<file path="config.mk">
export PLATFORM = sky130hd
export DESIGN_NAME = mem_responder
export DESIGN_NICKNAME = d
export VERILOG_FILES = /design/src/rtl/mem_resp_pkg.sv /design/src/rtl/mem_array.sv /design/src/rtl/mem_responder.sv
export SDC_FILE = /design/constraint.sdc
export NUM_CORES = 1
export LEC_CHECK = 0
export ABC_CLOCK_PERIOD_IN_PS = 2450
export CAP_MARGIN = 20
export CORE_ASPECT_RATIO = 0.7
export CORE_MARGIN = 2
export CORE_UTILIZATION = 55
export DETAILED_ROUTE_END_ITERATION = 10
export HOLD_SLACK_MARGIN = 0.15
export MAX_ROUTING_LAYER = met4
export PLACE_DENSITY_LB_ADDON = 0.12
export SLEW_MARGIN = 20
export SYNTH_ARGS = -nofsm -noshare
export SYNTH_HDL_FRONTEND = slang
export SYNTH_SLANG_ARGS = --single-unit
export TNS_END_PERCENT = 50
</file>
<file path="constraint.sdc">
create_clock -name clk -period 2.45 [get_ports clk]
set_input_delay 0.49 -clock clk [delete_from_list [all_inputs] [get_ports clk]]
set_output_delay 0.49 -clock clk [all_outputs]
set_load 0.1 [all_outputs]
</file>
<file path="src/rtl/mem_resp_pkg.sv">
`default_nettype none
// +----------------------------------------------------------------------+
// | mem_resp_pkg                                                         |
// | Shared types and default sizes for the mem_responder block.          |
// | Revision: 1.0                                                        |
// +----------------------------------------------------------------------+
package mem_resp_pkg;

    localparam int DEF_DATA_W = 8;
    localparam int DEF_ADDR_W = 5;
    localparam int WAIT_CNT_W = 4;

    typedef enum logic [1:0] {
        IDLE   = 2'd0,
        WAIT   = 2'd1,
        ACCESS = 2'd2,
        RESP   = 2'd3
    } state_e;

    // The counter runs from WAIT_STATES-1 down to 0, so zero wait states needs no load.
    function automatic logic [WAIT_CNT_W-1:0] wait_load(input int ws);
        return (ws > 0) ? WAIT_CNT_W'(ws - 1) : '0;
    endfunction

endpackage
`default_nettype wire

</file>
<file path="src/rtl/mem_array.sv">
`default_nettype none
// +----------------------------------------------------------------------+
// | mem_array                                                            |
// | 2**ADDR_W x DATA_W storage, async clear, one write and one read port.|
// | Revision: 1.0                                                        |
// +----------------------------------------------------------------------+
module mem_array #(
    parameter int DATA_W = 8,
    parameter int ADDR_W = 5
) (
    input  logic              clk,
    input  logic              rst_n,
    input  logic              wr_en,
    input  logic [ADDR_W-1:0] wr_addr,
    input  logic [DATA_W-1:0] wr_data,
    input  logic [ADDR_W-1:0] rd_addr,
    output logic [DATA_W-1:0] rd_data
);

    localparam int DEPTH = 2 ** ADDR_W;

    logic [DATA_W-1:0] mem_q [DEPTH];

    always_ff @(posedge clk or negedge rst_n) begin
        if (!rst_n) begin
            for (int i = 0; i < DEPTH; i++) begin
                mem_q[i] <= '0;
            end
        end else if (wr_en) begin
            mem_q[wr_addr] <= wr_data;
        end
    end

    assign rd_data = mem_q[rd_addr];

endmodule
`default_nettype wire

</file>
<file path="src/rtl/mem_responder.sv">
`default_nettype none
// +----------------------------------------------------------------------+
// | mem_responder                                                        |
// | Handshaked read/write target over a 2**ADDR_W x DATA_W memory with   |
// | programmable wait states. Define MEM_RESP_ERR_EN to write-protect    |
// | addresses at or above RO_BASE and report such writes via resp_err.   |
// | Revision: 1.0                                                        |
// +----------------------------------------------------------------------+
module mem_responder
    import mem_resp_pkg::*;
#(
    parameter int DATA_W      = DEF_DATA_W,
    parameter int ADDR_W      = DEF_ADDR_W,
    parameter int WAIT_STATES = 2,
    parameter int RO_BASE     = 24
) (
    input  logic              clk,
    input  logic              reset,
    input  logic              req_valid,
    output logic              req_ready,
    input  logic              req_we,
    input  logic [ADDR_W-1:0] req_addr,
    input  logic [DATA_W-1:0] req_wdata,
    output logic              resp_valid,
    input  logic              resp_ready,
    output logic [DATA_W-1:0] resp_rdata,
    output logic              resp_err
);

`ifdef MEM_RESP_ERR_EN
    localparam logic c_err_en = 1'b1;
`else
    localparam logic c_err_en = 1'b0;
`endif

    localparam logic [WAIT_CNT_W-1:0] c_wait_load = wait_load(WAIT_STATES);

    state_e                  state_q, state_d;
    logic [WAIT_CNT_W-1:0]   cnt_q, cnt_d;
    logic                    we_q, we_d;
    logic [ADDR_W-1:0]       addr_q, addr_d;
    logic [DATA_W-1:0]       wdata_q, wdata_d;
    logic                    req_ready_q, req_ready_d;
    logic                    resp_valid_q, resp_valid_d;
    logic [DATA_W-1:0]       resp_rdata_q, resp_rdata_d;
    logic                    resp_err_q, resp_err_d;

    logic                    w_accept;
    logic                    w_resp_hs;
    logic                    w_protect;
    logic                    w_mem_we;
    logic [DATA_W-1:0]       w_mem_rdata;

    mem_array #(
        .DATA_W (DATA_W),
        .ADDR_W (ADDR_W)
    ) u_mem_array (
        .clk     (clk),
        .rst_n   (reset),
        .wr_en   (w_mem_we),
        .wr_addr (addr_q),
        .wr_data (wdata_q),
        .rd_addr (addr_q),
        .rd_data (w_mem_rdata)
    );

    always_comb begin
        state_d      = state_q;
        cnt_d        = cnt_q;
        we_d         = we_q;
        addr_d       = addr_q;
        wdata_d      = wdata_q;
        resp_rdata_d = resp_rdata_q;
        resp_err_d   = resp_err_q;
        w_mem_we     = 1'b0;

        w_accept  = req_ready_q && req_valid;
        w_resp_hs = resp_valid_q && resp_ready;
        w_protect = c_err_en && we_q && (addr_q >= ADDR_W'(RO_BASE));

        case (state_q)
            IDLE: begin
                if (w_accept) begin
                    we_d    = req_we;
                    addr_d  = req_addr;
                    wdata_d = req_wdata;
                    if (WAIT_STATES > 0) begin
                        state_d = WAIT;
                        cnt_d   = c_wait_load;
                    end else begin
                        state_d = ACCESS;
                    end
                end
            end
            WAIT: begin
                if (cnt_q == '0) begin
                    state_d = ACCESS;
                end else begin
                    cnt_d = cnt_q - WAIT_CNT_W'(1);
                end
            end
            ACCESS: begin
                state_d      = RESP;
                w_mem_we     = we_q && !w_protect;
                resp_rdata_d = (we_q && !w_protect) ? wdata_q : w_mem_rdata;
                resp_err_d   = w_protect;
            end
            RESP: begin
                if (w_resp_hs) begin
                    state_d = IDLE;
                end
            end
            default: state_d = IDLE;
        endcase

        // Outputs are registered: valid follows RESP by one edge and drops on the handshake edge.
        req_ready_d  = (state_d == IDLE);
        resp_valid_d = (state_q == RESP) && !w_resp_hs;
    end

    always_ff @(posedge clk or negedge reset) begin
        if (!reset) begin
            state_q      <= IDLE;
            cnt_q        <= '0;
            we_q         <= 1'b0;
            addr_q       <= '0;
            wdata_q      <= '0;
            req_ready_q  <= 1'b0;
            resp_valid_q <= 1'b0;
            resp_rdata_q <= '0;
            resp_err_q   <= 1'b0;
        end else begin
            state_q      <= state_d;
            cnt_q        <= cnt_d;
            we_q         <= we_d;
            addr_q       <= addr_d;
            wdata_q      <= wdata_d;
            req_ready_q  <= req_ready_d;
            resp_valid_q <= resp_valid_d;
            resp_rdata_q <= resp_rdata_d;
            resp_err_q   <= resp_err_d;
        end
    end

    assign req_ready  = req_ready_q;
    assign resp_valid = resp_valid_q;
    assign resp_rdata = resp_rdata_q;
    assign resp_err   = resp_err_q;

endmodule
`default_nettype wire

</file>
==> impl_metrics.toml, run 1 <==
[synth]
yosysSeqAreaShare_pct = 53.8
avgSynthCellArea_sq_um = 14.2
synth-compound-area-share_pct = 3.58
yosys.area_share.adder_pct = 0.188
post_synth_xor_area_fraction_pct = 0.132
synth_top_family_by_area = "multiplexers"
synth_enable_flop_cells = 0
synth_top_area_share_pct = 53.8
synthFlopType = "dfrtp_1"
ys_top_cells_by_area = "dfrtp_1, mux2_2, mux2i_1"
synth.most_common_cell = "dfrtp_1"
synth.mux.area_fraction_pct = 33.2
ys_ff_latch = 286
yosysWarnings = 0
synth_area_sq_um = 13300
netlist_top_cells_count = "dfrtp_1, mux2_2, mux2i_1"
async_reset_ff_share_pct = 100
synthDistinctLibCells = 54
synth-simple-area-share_pct = 6.45
synthCells = 938
synth_fp_nets = 958
yosysTopAreaCell = "dfrtp_1"

[routing]
ant_nets = 0
firstDrtPassIters = 4
routed_via_density = 6.18
route.detailed.wl_per_inst_um = 24.8
num_vias = 8146
wirelength_um = 32700
drc_errors = 0
drt-initial-drc-count = 662

[worst_setup_path]
r2r_start = "addr_q[4]"
ff2ff_path_depth = 5
cp.arrival_ns = 2.76
cp_num_buf_inv = 1
slowest_delay_ns = 0.60
crit_chain = "buf_4 -> nor2b_1 -> nand2_1 -> nor2_2 -> mux2_2"
worstSetupStartpointType = "flip-flop"
worstPathRequired_ns = 2.87
endpoint_kind = "flip-flop"
reg2reg_setup_slack_ns = 0.12
r2r_end = "u_mem_array.mem_q[150]"
critPathSlowestCell = "dfrtp_1"
crit_type = "reg -> reg"
crit_family = "simple AND/OR/NAND/NOR gates"
crit_fanout = 16

[timing]
worst_slack_ns = 0.118
slew_headroom_pct = 24.7
tightest_slew_ns = 1.13
slew_violations = 0
clock_skew_ns = 0.0274
setup_viol = 0
rsz0062_at_grt = "no"
hold_viol = 0
fin_crit_sh_pct = 95.2
fmax_ghz = 0.429
fin_crit_ns = 2.33
tns_ns = 0
whs_ns = 0.499

[pwr]
sequentialPowerShare_pct = 41.1
clkPwrFrac_pct = 31.2
powerDensity_nw_per_um2 = 988
power_leakage_nw = 7.34
intPower_mw = 9.47
switching_share_pct = 36.6
vdd_drop_max_mv = 1.26
switchingPower_mw = 5.45
combinationalPowerShare_pct = 27.7

[die]
die_h_um = 134
dieWidth_um = 190
die-area_sq_um = 25500
num_rows = 47
core_area_sq_um = 23700
initial_core_util_pct = 56.1
io_pins = 29

[clock_tree]
cts_tree = "done"
cts_buffer_depth = 3
clk_pin_slew_ns = 0.07
root_buffer = "clkbuf_16"
cts.htree.levels = 1
clock-sinks = 286
insertion_delay_ns = 0.56
cts_inserted_buffers = 28

[cells_and_area]
multi_input_area_sq_um = 5800
diodes = 0
area_growth_pct = 13.6
nets = 1000
drive_gt1_share_pct = 43.9
fill_cells = 1749
register_area_sq_um = 7170
postLayoutCoreUtil_pct = 63.7

[grt]
grt_max_degree = 72
antenna_found_initial = 0
grt_pass1_vias = 8622
grt_use_total_pct = 27.6
gr-total-overflow = 0
grt_pass1_wl_um = 51900

[outcome]
status = "finished clean"

[place]
hpwl_um = 22500
io_buffers = 27
gp_congestion = 0.929
place_worst_setup_slack_ns = 0.132

[flow_run]
cap_violations = 0

[worst_hold_path]
hp-class = "in -> async"
kinds of logic (layout without fill, tap and decap cells):
| family | after synthesis | count (layout) |
|---|---|---|
| simple gates | 138 | 138 |
| flops | 286 | 286 |
| buf+inv | 67 | 129 |
| xor+xnor | 2 | 2 |
| mux | 368 | 368 |
| fa+ha+maj | 2 | 2 |
| other cells | 1 | 1 |
| compound gates | 74 | 74 |
power by group through the flow:
stage                     clock network [mW]  registers (mW)  logic (mW)
final                                   4.65            6.14        4.13
after global routing                    4.93            6.19        4.40
after CTS                               4.72            6.14        4.08
after detailed placement                   0            6.22        4.07
after global placement                     0            6.18        3.98
after floorplan                            0            6.04        2.65
worst register-to-register path, delay by kind of cell (launching register included):
| kind | cells | cell delay (ns) |
|---|---|---|
| AND/OR/NAND/NOR | 3 | 0.88 |
| flip-flops | 1 | 0.60 |
| multiplexers | 1 | 0.41 |
| buffers and inverters | 1 | 0.32 |
layout by cell type, fill, tap and decap left out, types with 5 or more instances in the layout:
cell | Yosys | final
clkbuf_16 | 0 | 28
mux4_2 | 27 | 27
mux2_4 | 14 | 14
buf_12 | 0 | 8
nor3_1 | 10 | 9
nor2_1 | 19 | 19
nand3b_1 | 10 | 10
mux2_2 | 254 | 254
nand3_1 | 6 | 6
o22ai_1 | 18 | 18
nand4_1 | 6 | 6
a31oi_1 | 7 | 7
a21oi_1 | 14 | 13
nor2b_1 | 11 | 11
a211o_1 | 5 | 5
buf_4 | 15 | 49
nand2_1 | 28 | 28
bufinv_16 | 0 | 5
mux2i_1 | 71 | 71
nand3_2 | 5 | 5
clkdlybuf4s50_1 | 0 | 16
nor2_2 | 14 | 14
clkbuf_8 | 0 | 6
o21ai_0 | 16 | 16
clkinv_2 | 0 | 7
dfrtp_1 | 286 | 281
timing repair:
action	4_1_cts	5_1_grt
setup endpoints to repair	0	38
resized for setup	0	2
endpoints found under the hold margin	65	0
buffers inserted	0	1
hold buffers	1	0
flip-flops by register name (all words and copies together) (netlist names):
name / cells
req_ready: 1
u_mem_array.mem_q: 256
state_q: 2
resp_valid: 1
resp_rdata: 8
wdata_q: 8
cnt_q: 4
addr_q: 5
we_q: 1
final cells by class:
class / count / share of cell area, %
timing repair buffer: 76 / 4.80
clock buffer: 36 / 5.24
tap: 318 / 2.63
sequential: 286 / 47.4
clock inverter: 14 / 1.41
multi-input combinational: 585 / 38.4
inverter: 3 / 0.0746
how the worst max path moves through the flow:
stage          startpoint                     end  cells past startpoint
2_1_floorplan   req_ready               addr_q[1]                      4
3_3_place_gp    addr_q[0]   u_mem_array.mem_q[29]                      5
3_5_place_dp    addr_q[0]           resp_rdata[5]                      7
4_1_cts         addr_q[0]   u_mem_array.mem_q[25]                      5
5_1_grt         addr_q[4]           resp_rdata[4]                      6
6_report        addr_q[4]  u_mem_array.mem_q[150]                      5
through the flow:
| step | power, mW | std cells | instance area [sq um] |
|---|---|---|---|
| 2_1_floorplan | 8.69 | 938 | 13300 |
| 3_3_place_gp | 10.2 | 1266 | 14100 |
| 5_1_grt | 15.5 | 1318 | 15100 |
| 4_1_cts | 14.9 | 1317 | 15100 |
| 3_5_place_dp | 10.3 | 1266 | 14100 |
| 6_report | 14.9 | 1318 | 15100 |
metal layers:
layer / track usage [%] / up-vias / part of all wire, %
li1: - / 3547 / -
met3: 5.21 / 51 / 6.0
met2: 40.1 / 252 / 45
met1: 40.7 / 4296 / 47
met5: - / - / 0
met4: 5.81 / 0 / 1.9
(Power assumes the default switching activity.)
==> inputs of run 2 (changes only) <==
ABC_CLOCK_PERIOD_IN_PS = 2650   (was 2450)
clock period = 2.65 ns   (was 2.45 ns; I/O delays follow)
==> impl_metrics.toml, run 2 (synthesis results as in run 1) <==
[worst_setup_path]
critPathSlowestCell = "and2b_1"
endpoint_kind = "flip-flop"
worstPathRequired_ns = 3.07
crit_chain = "and2b_1 -> nand4b_1 -> buf_4 -> nor2_2 -> mux2_2"
worstSetupStartpointType = "flip-flop"
crit_fanout = 12
slowest_delay_ns = 0.53
cp.arrival_ns = 2.86
crit_type = "reg -> reg"

[timing]
fin_crit_ns = 2.44
tightest_slew_ns = 0.965
slew_violations = 0
hold_viol = 0
slew_headroom_pct = 35.7
tns_ns = 0
rsz0062_at_grt = "no"
setup_viol = 0
fin_crit_sh_pct = 92.2
clock_skew_ns = 0.0131
fmax_ghz = 0.409

[clock_tree]
holdBufCountCts = 1
cts.htree.levels = 1
insertion_delay_ns = 0.54
cts_resized = 0
cts_tree = "done"
clk_pin_slew_ns = 0.06
cts_buffer_depth = 3
cts_inserted_buffers = 27
clock-sinks = 286
post_cts_buffers = 0
root_buffer = "clkbuf_16"

[die]
initial_core_util_pct = 56.1
die_h_um = 134
die-area_sq_um = 25500
core_area_sq_um = 23700
num_rows = 47
io_pins = 29
dieWidth_um = 190

[cells_and_area]
top_register = "u_mem_array.mem_q"
finalInstanceArea_sq_um = 15000
area_growth_pct = 12.6
layout_commonest_cell = "dfrtp_1"
fill_cells = 1772
largest_register_ffs = 256
nets = 993
drive_gt1_share_pct = 43.2
multi_input_area_sq_um = 5800
register_area_sq_um = 7160
layout_common_cells = "dfrtp_1, mux2_2, mux2i_1"

[place]
gp_congestion = 0.968
postPlaceCellArea_sq_um = 14000
io_buffers = 27
hpwl_um = 22900

[grt]
grt_pass1_wl_um = 51600
gr-total-overflow = 0
grt_pass1_vias = 8582
antenna_found_initial = 1
grt_max_degree = 76
grt_use_total_pct = 27.6

[pwr]
vdd_drop_max_mv = 0.934
total_power_mw = 13.5
power_leakage_nw = 7.27
powerDensity_nw_per_um2 = 901

[routing]
num_vias = 8252
ant_nets = 0
firstDrtPassIters = 5
drc_errors = 0
routed_via_density = 6.29
drt-initial-drc-count = 637
wirelength_um = 32900
route.detailed.wl_per_inst_um = 25.1

[outcome]
status = "finished clean"

[worst_hold_path]
hp-class = "reg -> reg"

[flow_run]
cap_violations = 0
## run 2: critical path: cells and delay by family, from the launching register on
| kind | cells | cell delay (ns) |
|---|---|---|
| mux | 1 | 0.40 |
| simple gates | 3 | 1.21 |
| buf+inv | 1 | 0.23 |
| flops | 1 | 0.46 |
## run 2: metrics by stage
| step | utilization, % | hold slack [ns] | std cells | worst slack [ns] |
|---|---|---|---|---|
| 6_report | 63.2 | 0.474 | 1312 | 0.208 |
| 5_1_grt | 63.2 | 0.507 | 1312 | 0.121 |
| 4_1_cts | 63.2 | 0.480 | 1311 | 0.239 |
| 3_5_place_dp | 59.2 | 0.470 | 1261 | 0.275 |
| 3_3_place_gp | 59.2 | 0.459 | 1261 | 0.364 |
| 2_1_floorplan | - | 0.234 | 938 | 0.534 |
## run 2: cell type report
type,count,share of cell area (%)
Tap cell,318,2.66
Clock inverter,15,1.24
Antenna cell,1,0.0167
Timing Repair Buffer,70,4.51
Multi-Input combinational cell,585,38.7
Clock buffer,34,4.95
Inverter,3,0.0752
Sequential cell,286,47.8
## run 2: power by group
part | internal (mW) | switching (mW)
registers | 4.74 | 0.819
clock network | 2.37 | 1.68
logic | 1.38 | 2.51
total | 8.49 | 5.01
## run 2: final timing paths
path,startpoint,slack (ns),to,cells past startpoint
worst min-delay path,resp_valid,0.47,resp_valid,1
min in group asynchronous,reset,0.59,u_mem_array.mem_q[5],2
worst max register to register,state_q[0],0.21,u_mem_array.mem_q[83],5
worst min register to register,resp_valid,0.47,resp_valid,1
worst max-delay path,state_q[0],0.21,u_mem_array.mem_q[83],5
max in group asynchronous,reset,1.31,u_mem_array.mem_q[140],3
## run 2: metal layers
| metal | global-route usage, % | part of all wire (%) | up-vias |
|---|---|---|---|
| met2 | 39.0 | 44 | 266 |
| met5 | - | 0 | - |
| met3 | 6.25 | 6.5 | 63 |
| met1 | 40.3 | 47 | 4403 |
| met4 | 7.80 | 2.8 | 0 |
| li1 | - | - | 3520 |
==> inputs of run 3 (changes only) <==
CAP_MARGIN = 30   (was 20)
==> impl_metrics.toml, run 3 (synthesis results as in run 1) <==
[outcome]
status = "finished clean"

[clock_tree]
clock-sinks = 286
cts_tree = "done"
cts_inserted_buffers = 28
root_buffer = "clkbuf_16"
insertion_delay_ns = 0.54
cts.htree.levels = 1
clk_pin_slew_ns = 0.06
cts_buffer_depth = 3
post_cts_buffers = 0

[routing]
num_vias = 8273
routed_via_density = 6.32
route.detailed.wl_per_inst_um = 25.3
drt-initial-drc-count = 526
drc_errors = 0
ant_nets = 0
firstDrtPassIters = 5
wirelength_um = 33200

[grt]
grt_use_total_pct = 27.9
grt_pass1_wl_um = 52000
grt_pass1_vias = 8710
gr-total-overflow = 0
antenna_found_initial = 0
grt_max_degree = 76

[die]
die-area_sq_um = 25500
initial_core_util_pct = 56.1
dieWidth_um = 190
io_pins = 29
die_h_um = 134
num_rows = 47
core_area_sq_um = 23700

[worst_setup_path]
crit_type = "reg -> reg"
worstSetupStartpointType = "flip-flop"
endpoint_kind = "flip-flop"
cp.arrival_ns = 2.83
reg2reg_setup_slack_ns = 0.24
crit_fanout = 12
worstPathRequired_ns = 3.07

[cells_and_area]
finalInstanceArea_sq_um = 15000
drive_gt1_share_pct = 42.8
fin_cells = 1310
layout_common_cells = "dfrtp_1, mux2_2, mux2i_1"
postLayoutCoreUtil_pct = 63.1
area_growth_pct = 12.5
nets = 996
top_register = "u_mem_array.mem_q"
layout_commonest_cell = "dfrtp_1"
diodes = 0
largest_register_ffs = 256

[timing]
slew_headroom_pct = 49.1
clock_skew_ns = 0.00992
fin_crit_sh_pct = 90.9
worst_slack_ns = 0.242
tns_ns = 0
fmax_ghz = 0.415
rsz0062_at_grt = "no"
slew_violations = 0
fin_crit_ns = 2.41
setup_viol = 0
tightest_slew_ns = 0.763
whs_ns = 0.481
hold_viol = 0

[place]
place_worst_setup_slack_ns = 0.288
gp_congestion = 0.968
io_buffers = 27
dp_cells = 1262
postPlaceCellArea_sq_um = 14000
hpwl_um = 23100

[pwr]
vdd_drop_max_mv = 0.862
power_leakage_nw = 7.27
total_power_mw = 13.4
powerDensity_nw_per_um2 = 895

[flow_run]
cap_violations = 0

[worst_hold_path]
hp-class = "reg -> reg"
run 3: cell count changes in the layout (fill, tap and decap cells not counted), sizes merged:
cell / change
buf: +2
bufinv: -3
clkbuf: +5
clkinv: -2
clkinvlp: -2
diode: -1
inv: -1
run 3: where the power goes:
part | total, mW | switching, mW | internal (mW)
combinational | 4.07 | 2.63 | 1.44
clock | 3.84 | 1.62 | 2.21
sequential | 5.48 | 0.745 | 4.74
run 3: metal layers:
metal / wire length [um] / share of wire, % / GRT usage (%)
met3: 2430 / 7.3 / 5.76
met1: 15300 / 46 / 40.8
met4: 754 / 2.3 / 6.63
met5: 0 / 0 / -
met2: 14700 / 44 / 40.5
run 3: worst paths after layout:
kind                                  from                      to  depth (start not counted)
worst max-delay path            state_q[0]   u_mem_array.mem_q[84]                          5
worst min-delay path            resp_valid              resp_valid                          1
worst max register to register  state_q[0]   u_mem_array.mem_q[84]                          5
worst min register to register  resp_valid              resp_valid                          1
max in group asynchronous            reset  u_mem_array.mem_q[103]                          3
min in group asynchronous            reset  u_mem_array.mem_q[166]                          2
run 3: cell type report:
type	count	area (sq um)
flip-flops and latches	286	7160
well taps	318	398
fillers	1723	8740
clock inverters	7	62.6
clock buffers	39	813
inverters	3	11.3
repair buffers	72	718
multi-input cells	585	5800
run 3: timing repair:
action | CTS | global route
endpoints found under the hold margin | 69 | 0
hold buffers | 1 | 0
resized for setup | 0 | 0
run 3: worst max-delay path: stages (launching register included):
cell and delay (ns):
dfrtp_1 0.46, and2b_1 0.51, nand4b_1 0.17, buf_4 0.23, nor2_2 0.51, mux2_2 0.40
